**src/rtl/rf_access_arbiter_if.sv**
```systemverilog
// Bus bundle between the two requesters, the arbiter and the 32x32 register file.
// The slave view belongs to the arbiter; the master view is the requester and
// register file side.
`timescale 1ns/1ps
interface rf_access_arbiter_if #(
    parameter int DATA_WIDTH = 32,
    parameter int ADDR_WIDTH = 5
);
    // Requester 0 (CPU datapath)
    logic                  REQ0;
    logic                  OP0;
    logic [ADDR_WIDTH-1:0] RADDR1_0;
    logic [ADDR_WIDTH-1:0] RADDR2_0;
    logic [ADDR_WIDTH-1:0] WADDR0;
    logic [DATA_WIDTH-1:0] WDATA0;
    logic                  ACK0;

    // Requester 1 (debug/load port)
    logic                  REQ1;
    logic                  OP1;
    logic [ADDR_WIDTH-1:0] RADDR1_1;
    logic [ADDR_WIDTH-1:0] RADDR2_1;
    logic [ADDR_WIDTH-1:0] WADDR1;
    logic [DATA_WIDTH-1:0] WDATA1;
    logic                  ACK1;

    // Shared response and status
    logic [DATA_WIDTH-1:0] RDATA1;
    logic [DATA_WIDTH-1:0] RDATA2;
    logic                  BUSY;

    // Register file side
    logic                  RF_READ;
    logic                  RF_WRITE;
    logic [ADDR_WIDTH-1:0] RF_ADDR_R1;
    logic [ADDR_WIDTH-1:0] RF_ADDR_R2;
    logic [ADDR_WIDTH-1:0] RF_ADDR_W;
    logic [DATA_WIDTH-1:0] RF_DATA_W;
    logic [DATA_WIDTH-1:0] RF_DATA_R1;
    logic [DATA_WIDTH-1:0] RF_DATA_R2;

    modport slave (
        input  REQ0, OP0, RADDR1_0, RADDR2_0, WADDR0, WDATA0,
        input  REQ1, OP1, RADDR1_1, RADDR2_1, WADDR1, WDATA1,
        input  RF_DATA_R1, RF_DATA_R2,
        output ACK0, ACK1, RDATA1, RDATA2, BUSY,
        output RF_READ, RF_WRITE, RF_ADDR_R1, RF_ADDR_R2, RF_ADDR_W, RF_DATA_W
    );

    modport master (
        output REQ0, OP0, RADDR1_0, RADDR2_0, WADDR0, WDATA0,
        output REQ1, OP1, RADDR1_1, RADDR2_1, WADDR1, WDATA1,
        output RF_DATA_R1, RF_DATA_R2,
        input  ACK0, ACK1, RDATA1, RDATA2, BUSY,
        input  RF_READ, RF_WRITE, RF_ADDR_R1, RF_ADDR_R2, RF_ADDR_W, RF_DATA_W
    );
endinterface

```
**src/rtl/rf_access_arbiter.sv**
```systemverilog
// Two-requester arbiter and sequencer for the dual-read register file.
// One transaction at a time: IDLE grants, ISSUE drives the file, CAPTURE
// registers clocked read data, RESP pulses the winner's ACK.
`timescale 1ns/1ps
module rf_access_arbiter #(
    parameter int DATA_WIDTH    = 32,
    parameter int ADDR_WIDTH    = 5,
    parameter int PRIORITY_MODE = 0
) (
    input logic                CLK,
    input logic                RST,
    rf_access_arbiter_if.slave bus
);

    typedef enum logic [1:0] {
        IDLE    = 2'd0,
        ISSUE   = 2'd1,
        CAPTURE = 2'd2,
        RESP    = 2'd3
    } state_t;

    state_t                state;
    state_t                state_next;

    logic                  req_valid0;
    logic                  req_valid1;
    logic                  grant_any;
    logic                  grant_id;

    logic                  last;
    logic                  winner;
    logic                  op_lat;
    logic [ADDR_WIDTH-1:0] raddr1_lat;
    logic [ADDR_WIDTH-1:0] raddr2_lat;
    logic [ADDR_WIDTH-1:0] waddr_lat;
    logic [DATA_WIDTH-1:0] wdata_lat;
    logic [DATA_WIDTH-1:0] rdata1_q;
    logic [DATA_WIDTH-1:0] rdata2_q;

    // Only an exact 1 is a request, so unknown or floating lines never win
    always_comb begin
        req_valid0 = (bus.REQ0 === 1'b1);
        req_valid1 = (bus.REQ1 === 1'b1);
    end

    // Pick this cycle's winner; on a tie round-robin favours the one not served last
    always_comb begin
        grant_any = req_valid0 | req_valid1;
        grant_id  = 1'b0;
        if (req_valid0 && req_valid1) begin
            if (PRIORITY_MODE == 1) begin
                grant_id = 1'b0;
            end else begin
                grant_id = ~last;
            end
        end else if (req_valid1) begin
            grant_id = 1'b1;
        end
    end

    // State register; reset drops any in-flight transaction without an ACK
    always_ff @(posedge CLK or negedge RST) begin
        if (!RST) begin
            state <= IDLE;
        end else begin
            state <= state_next;
        end
    end

    // Latch the winner's fields at grant so later input changes are ignored
    always_ff @(posedge CLK or negedge RST) begin
        if (!RST) begin
            last       <= 1'b1;
            winner     <= 1'b0;
            op_lat     <= 1'b0;
            raddr1_lat <= '0;
            raddr2_lat <= '0;
            waddr_lat  <= '0;
            wdata_lat  <= '0;
        end else if ((state == IDLE) && grant_any) begin
            last   <= grant_id;
            winner <= grant_id;
            if (grant_id) begin
                op_lat     <= bus.OP1;
                raddr1_lat <= bus.RADDR1_1;
                raddr2_lat <= bus.RADDR2_1;
                waddr_lat  <= bus.WADDR1;
                wdata_lat  <= bus.WDATA1;
            end else begin
                op_lat     <= bus.OP0;
                raddr1_lat <= bus.RADDR1_0;
                raddr2_lat <= bus.RADDR2_0;
                waddr_lat  <= bus.WADDR0;
                wdata_lat  <= bus.WDATA0;
            end
        end
    end

    // Register the file's clocked read data at the end of CAPTURE; held until the next read
    always_ff @(posedge CLK or negedge RST) begin
        if (!RST) begin
            rdata1_q <= '0;
            rdata2_q <= '0;
        end else if (state == CAPTURE) begin
            rdata1_q <= bus.RF_DATA_R1;
            rdata2_q <= bus.RF_DATA_R2;
        end
    end

    // Sequence the transaction and drive the register file and ACK lines
    always_comb begin
        state_next     = state;
        bus.RF_READ    = 1'b0;
        bus.RF_WRITE   = 1'b0;
        bus.RF_ADDR_R1 = '0;
        bus.RF_ADDR_R2 = '0;
        bus.RF_ADDR_W  = '0;
        bus.RF_DATA_W  = '0;
        bus.ACK0       = 1'b0;
        bus.ACK1       = 1'b0;
        case (state)
            IDLE: begin
                if (grant_any) begin
                    state_next = ISSUE;
                end
            end
            ISSUE: begin
                if (op_lat) begin
                    bus.RF_WRITE  = 1'b1;
                    bus.RF_ADDR_W = waddr_lat;
                    bus.RF_DATA_W = wdata_lat;
                    state_next    = RESP;
                end else begin
                    bus.RF_READ    = 1'b1;
                    bus.RF_ADDR_R1 = raddr1_lat;
                    bus.RF_ADDR_R2 = raddr2_lat;
                    state_next     = CAPTURE;
                end
            end
            CAPTURE: begin
                bus.RF_READ    = 1'b1;
                bus.RF_ADDR_R1 = raddr1_lat;
                bus.RF_ADDR_R2 = raddr2_lat;
                state_next     = RESP;
            end
            RESP: begin
                bus.ACK0   = ~winner;
                bus.ACK1   = winner;
                state_next = IDLE;
            end
            default: begin
                state_next = IDLE;
            end
        endcase
    end

    assign bus.BUSY   = (state != IDLE);
    assign bus.RDATA1 = rdata1_q;
    assign bus.RDATA2 = rdata2_q;

endmodule

```
**src/flat_wrapper.sv**
```systemverilog
// flat-port wrapper written by rule: the top's interface ports become plain ports
module rf_access_arbiter_flat 
#(
    parameter int DATA_WIDTH    = 32,
    parameter int ADDR_WIDTH    = 5,
    parameter int PRIORITY_MODE = 0
)
  (CLK, RST, bus_REQ0, bus_OP0, bus_RADDR1_0, bus_RADDR2_0, bus_WADDR0, bus_WDATA0, bus_REQ1, bus_OP1, bus_RADDR1_1, bus_RADDR2_1, bus_WADDR1, bus_WDATA1, bus_RF_DATA_R1, bus_RF_DATA_R2, bus_ACK0, bus_ACK1, bus_RDATA1, bus_RDATA2, bus_BUSY, bus_RF_READ, bus_RF_WRITE, bus_RF_ADDR_R1, bus_RF_ADDR_R2, bus_RF_ADDR_W, bus_RF_DATA_W);
  rf_access_arbiter_if #(.DATA_WIDTH(DATA_WIDTH), .ADDR_WIDTH(ADDR_WIDTH)) bus_i ();
  input logic CLK;
  input logic RST;
  input wire logic [$bits(bus_i.REQ0)-1:0] bus_REQ0;
  input wire logic [$bits(bus_i.OP0)-1:0] bus_OP0;
  input wire logic [$bits(bus_i.RADDR1_0)-1:0] bus_RADDR1_0;
  input wire logic [$bits(bus_i.RADDR2_0)-1:0] bus_RADDR2_0;
  input wire logic [$bits(bus_i.WADDR0)-1:0] bus_WADDR0;
  input wire logic [$bits(bus_i.WDATA0)-1:0] bus_WDATA0;
  input wire logic [$bits(bus_i.REQ1)-1:0] bus_REQ1;
  input wire logic [$bits(bus_i.OP1)-1:0] bus_OP1;
  input wire logic [$bits(bus_i.RADDR1_1)-1:0] bus_RADDR1_1;
  input wire logic [$bits(bus_i.RADDR2_1)-1:0] bus_RADDR2_1;
  input wire logic [$bits(bus_i.WADDR1)-1:0] bus_WADDR1;
  input wire logic [$bits(bus_i.WDATA1)-1:0] bus_WDATA1;
  input wire logic [$bits(bus_i.RF_DATA_R1)-1:0] bus_RF_DATA_R1;
  input wire logic [$bits(bus_i.RF_DATA_R2)-1:0] bus_RF_DATA_R2;
  output wire logic [$bits(bus_i.ACK0)-1:0] bus_ACK0;
  output wire logic [$bits(bus_i.ACK1)-1:0] bus_ACK1;
  output wire logic [$bits(bus_i.RDATA1)-1:0] bus_RDATA1;
  output wire logic [$bits(bus_i.RDATA2)-1:0] bus_RDATA2;
  output wire logic [$bits(bus_i.BUSY)-1:0] bus_BUSY;
  output wire logic [$bits(bus_i.RF_READ)-1:0] bus_RF_READ;
  output wire logic [$bits(bus_i.RF_WRITE)-1:0] bus_RF_WRITE;
  output wire logic [$bits(bus_i.RF_ADDR_R1)-1:0] bus_RF_ADDR_R1;
  output wire logic [$bits(bus_i.RF_ADDR_R2)-1:0] bus_RF_ADDR_R2;
  output wire logic [$bits(bus_i.RF_ADDR_W)-1:0] bus_RF_ADDR_W;
  output wire logic [$bits(bus_i.RF_DATA_W)-1:0] bus_RF_DATA_W;
  assign bus_i.REQ0 = bus_REQ0;
  assign bus_i.OP0 = bus_OP0;
  assign bus_i.RADDR1_0 = bus_RADDR1_0;
  assign bus_i.RADDR2_0 = bus_RADDR2_0;
  assign bus_i.WADDR0 = bus_WADDR0;
  assign bus_i.WDATA0 = bus_WDATA0;
  assign bus_i.REQ1 = bus_REQ1;
  assign bus_i.OP1 = bus_OP1;
  assign bus_i.RADDR1_1 = bus_RADDR1_1;
  assign bus_i.RADDR2_1 = bus_RADDR2_1;
  assign bus_i.WADDR1 = bus_WADDR1;
  assign bus_i.WDATA1 = bus_WDATA1;
  assign bus_i.RF_DATA_R1 = bus_RF_DATA_R1;
  assign bus_i.RF_DATA_R2 = bus_RF_DATA_R2;
  assign bus_ACK0 = bus_i.ACK0;
  assign bus_ACK1 = bus_i.ACK1;
  assign bus_RDATA1 = bus_i.RDATA1;
  assign bus_RDATA2 = bus_i.RDATA2;
  assign bus_BUSY = bus_i.BUSY;
  assign bus_RF_READ = bus_i.RF_READ;
  assign bus_RF_WRITE = bus_i.RF_WRITE;
  assign bus_RF_ADDR_R1 = bus_i.RF_ADDR_R1;
  assign bus_RF_ADDR_R2 = bus_i.RF_ADDR_R2;
  assign bus_RF_ADDR_W = bus_i.RF_ADDR_W;
  assign bus_RF_DATA_W = bus_i.RF_DATA_W;
  rf_access_arbiter #(.DATA_WIDTH(DATA_WIDTH), .ADDR_WIDTH(ADDR_WIDTH), .PRIORITY_MODE(PRIORITY_MODE)) u_core (.CLK(CLK), .RST(RST), .bus(bus_i));
endmodule
```
**config.mk**
```make
export PLATFORM = sky130hd
export DESIGN_NAME = rf_access_arbiter_flat
export DESIGN_NICKNAME = d
export VERILOG_FILES = /design/src/rtl/rf_access_arbiter_if.sv /design/src/rtl/rf_access_arbiter.sv /design/src/flat_wrapper.sv
export SDC_FILE = /design/constraint.sdc
export NUM_CORES = 1
export LEC_CHECK = 0
export ABC_CLOCK_PERIOD_IN_PS = 1650
export CAP_MARGIN = 20
export CORE_ASPECT_RATIO = 0.75
export CORE_MARGIN = 4
export CORE_UTILIZATION = 35
export DETAILED_ROUTE_END_ITERATION = 8
export PLACE_DENSITY = 0.77
export SYNTH_ARGS = -nofsm -noshare
export SYNTH_HDL_FRONTEND = slang
export SYNTH_SLANG_ARGS = --single-unit
```
**constraint.sdc**
```tcl
create_clock -name CLK -period 1.65 [get_ports CLK]
set_input_delay 0.2475 -clock CLK [delete_from_list [all_inputs] [get_ports CLK]]
set_output_delay 0.2475 -clock CLK [all_outputs]
set_load 0.01 [all_outputs]
```
==> flow_summary.json <==
{
  "status": "finished, violations left",
  "violations": "setup timing",
  "cts_tree": "done",
  "switching_share_pct": 33.0,
  "yosys_warnings": 0,
  "drt_iter0_markers": 299,
  "clock-sinks": 116,
  "wl_per_cell_um": 18.2,
  "intPower_w": 0.0127,
  "wirelength_mm": 18.3,
  "area_growth_pct": 85.0,
  "pwr-share-seq_pct": 27.3,
  "synth_nets": 653,
  "synth_most_common_cell": "dfrtp_1",
  "worstSetupEndpointType": "primary output",
  "synth-seq-area-share_pct": 56.4,
  "path_buf_inv": 4,
  "layout.cells.non_filler": 1006,
  "worstPathArrival_ps": 1800,
  "cpLargestDelayFamily": "buffers and inverters",
  "relSlewSlack_pct": 73.6,
  "grt.total_usage_pct": 21.2,
  "required_ps": 1400,
  "synth.largest_area_cell": "dfrtp_1",
  "rsz0062_at_grt": "true",
  "synth_compound_area_share_pct": 11.0,
  "fp.dieArea_sq_mm": 0.0167,
  "start_kind": "flip-flop",
  "grt_pass1_wl_mm": 28.2,
  "grt_pass1_vias": 5257,
  "timing.setup.tns_ps": -13490,
  "fp.coreArea_sq_mm": 0.0145,
  "port_buffers": 279,
  "critPathSlowestCell": "dfrtp_1",
  "peakVddDrop_uv": 1070,
  "critical-path-max-stage-delay_ps": 360,
  "p_leak_nw": 4.13,
  "critPathMaxFanout": 4,
  "syn_inst": 484,
  "die_y_um": 113,
  "cpMostUsedCell": "buf_6",
  "ios": 280,
  "power_w": 0.0190,
  "setup_viol": 51,
  "synth.top_cell.area_share_pct": 55.9,
  "cts.root.buffer_cell": "clkbuf_16",
  "switchingPower_w": 0.00627,
  "synth_edf_count": 0,
  "ant_nets": 0,
  "drc_errors": 0,
  "setup_ws_ps": -393,
  "path_cells": "inv_2, buf_4, ha_4, o21a_1, buf_6, and2_4, buf_6",
  "chipWidth_um": 148,
  "max_freq_ghz": 0.489,
  "hold_viol": 0,
  "async_reset_ff_share_pct": 100,
  "first_pass_iters": 7,
  "cts.clk_slew.worst_paths_ps": 50,
  "synth.distinct_cells": 23,
  "grt_max_degree": 38,
  "n_antenna_cell": 0,
  "hpwl_mm": 12.0,
  "finClkSkew_ps": 4.70,
  "hold_class": "primary input to asynchronous set/reset pin",
  "placedInstanceArea_sq_mm": 0.00834,
  "cts_buffer_depth": 2,
  "fin_util_pct": 65.9,
  "synth-simple-area-share_pct": 13.5,
  "avgSynthCellArea_sq_um": 10.6,
  "overflow": 0,
  "finalNetCount": 964,
  "combPwrFrac_pct": 52.6,
  "netlist_top_cells_count": "115 x dfrtp_1, 97 x a21oi_1, 64 x mux2_2",
  "nFillCells": 1066,
  "antenna_found_initial": 0,
  "viasPerCell": 4.94,
  "min_period_ps": 2040,
  "p_clk_share_pct": 20.1,
  "h-tree-depth": 4,
  "drv_slew": 0,
  "synth-seq-cells": 116,
  "worstMarginPinSlew_ps": 395,
  "netlist_area_sq_mm": 0.00515,
  "start_util_pct": 35.6,
  "synthMuxAreaShare_pct": 14.0,
  "synth_top_family_by_area": "multiplexers",
  "finalCritPeriodShare_pct": 124,
  "drv_cap": 0,
  "drive_gt1_share_pct": 30.1,
  "numCtsBuffers": 17,
  "dpl.cell_count": 954,
  "synth_xor_area_share_pct": 0,
  "p_per_area_mw_per_mm2": 1990,
  "rows": 38,
  "gp_congestion": 0.893,
  "synthFlopType": "dfrtp_1",
  "crit_type": "flip-flop to primary output",
  "synthAdderAreaFrac_pct": 1.21,
  "final_cell_area_sq_mm": 0.00953,
  "clkLatencyLatePin_ps": 410,
  "ys_top_cells_by_area": "dfrtp_1 56%, mux2_2 14%, a21oi_1 9.4%",
  "vias": 4970
}
power by group through the flow:
stage	Sequential (W)	Combinational, W	Clock [W]
2_1_floorplan	0.00538	0.00368	0
3_3_place_gp	0.00507	0.00804	0
3_5_place_dp	0.00513	0.00825	0
4_1_cts	0.00514	0.00917	0.00388
5_1_grt	0.00536	0.0107	0.00400
6_report	0.00519	0.0100	0.00381
worst paths after layout:
kind                                                    from                                 to  slack [ps]  cells past startpoint
hold reg to reg            u_core.bus.RDATA1[30]$_DFFE_PN0N_  u_core.bus.RDATA1[30]$_DFFE_PN0N_         500                      1
min in group CLK                              bus_WDATA0[20]   u_core.wdata_lat[20]$_DFFE_PN0P_         380                      3
hold / removal                                           RST  u_core.bus.RDATA1[10]$_DFFE_PN0N_         350                      2
setup / recovery                 u_core.state[1]$_DFFE_PN0P_                  bus_RF_ADDR_R2[2]        -390                      7
setup reg to reg                 u_core.state[0]$_DFFE_PN0P_   u_core.bus.RDATA1[2]$_DFFE_PN0N_          20                      5
max in group asynchronous                                RST   u_core.bus.RDATA2[2]$_DFFE_PN0N_         720                      3
cell families after synthesis:
family / Yosys count
DFF: 116
and+or+nand+nor: 150
buffers and inverters: 40
muxes: 64
adders and majority gates: 5
AOI/OAI and AO/OA: 109
flip-flops by register name (all words and copies together), names as in the netlist:
name and flops:
u_core.raddr1_lat 5, u_core.state 2, u_core.winner 1, u_core.raddr2_lat 5, u_core.waddr_lat 5, u_core.bus.RDATA1 32, u_core.bus.RDATA2 32, u_core.wdata_lat 32
u_core.last 1, u_core.op_lat 1
layout make-up:
class / count / area [sq um] / area share (%)
timing repair buffer: 327 / 3470 / 36.4
inverter: 4 / 15.0 / 0.158
sequential: 116 / 2910 / 30.5
clock buffer: 22 / 494 / 5.19
tap: 200 / 250 / 2.63
clock inverter: 8 / 124 / 1.30
multi-input combinational: 329 / 2270 / 23.8
repair_timing:
action / 4_1_cts / 5_1_grt
pin swaps: 7 / 10
gates cloned: 7 / 1
resized for setup: 235 / 75
hold endpoints to repair: 23 / 0
hold buffers: 1 / 0
setup buffers: 8 / 7
setup endpoints to repair: 99 / 67
stage by stage:
stage               hold slack [ps]  setup slack (ps)
floorplan                     -48.1              87.1
global placement                193              -282
detailed placement              196              -362
CTS                             319              -375
global route                    372              -484
finish                          345              -393
worst register-to-register path: cells and delay by family (launching register included):
| kind | cells | cell delay (ps) |
|---|---|---|
| adder cells (fa/ha/maj) | 1 | 190 |
| flip-flops | 1 | 430 |
| multiplexers | 1 | 340 |
| buffers and inverters | 3 | 560 |
metal layers:
metal | global-route usage (%) | up-vias | part of all wire [%]
li1 | - | 2290 | -
met1 | 25.6 | 2443 | 39
met2 | 36.4 | 208 | 52
met3 | 5.80 | 29 | 6.6
met4 | 8.49 | 0 | 2.3
met5 | 0 | - | 0
placed cells by master (no fill, tap or decap), types with 3 or more instances in the layout:
cell type | netlist | routed
inv_2 | 0 | 3
buf_4 | 4 | 21
bufinv_16 | 0 | 3
clkdlybuf4s50_1 | 0 | 226
clkdlybuf4s15_2 | 0 | 7
buf_6 | 2 | 39
buf_2 | 19 | 13
and3_1 | 37 | 19
and2_4 | 0 | 11
buf_16 | 0 | 6
ha_4 | 0 | 4
dfrtp_1 | 115 | 114
o21ai_0 | 3 | 3
mux2_2 | 64 | 64
nand2_1 | 51 | 50
clkbuf_8 | 0 | 5
buf_12 | 0 | 11
and3_4 | 0 | 18
nor2_1 | 48 | 47
clkbuf_16 | 0 | 18
a21oi_1 | 97 | 96
Power figures use the tool's default switching activity.
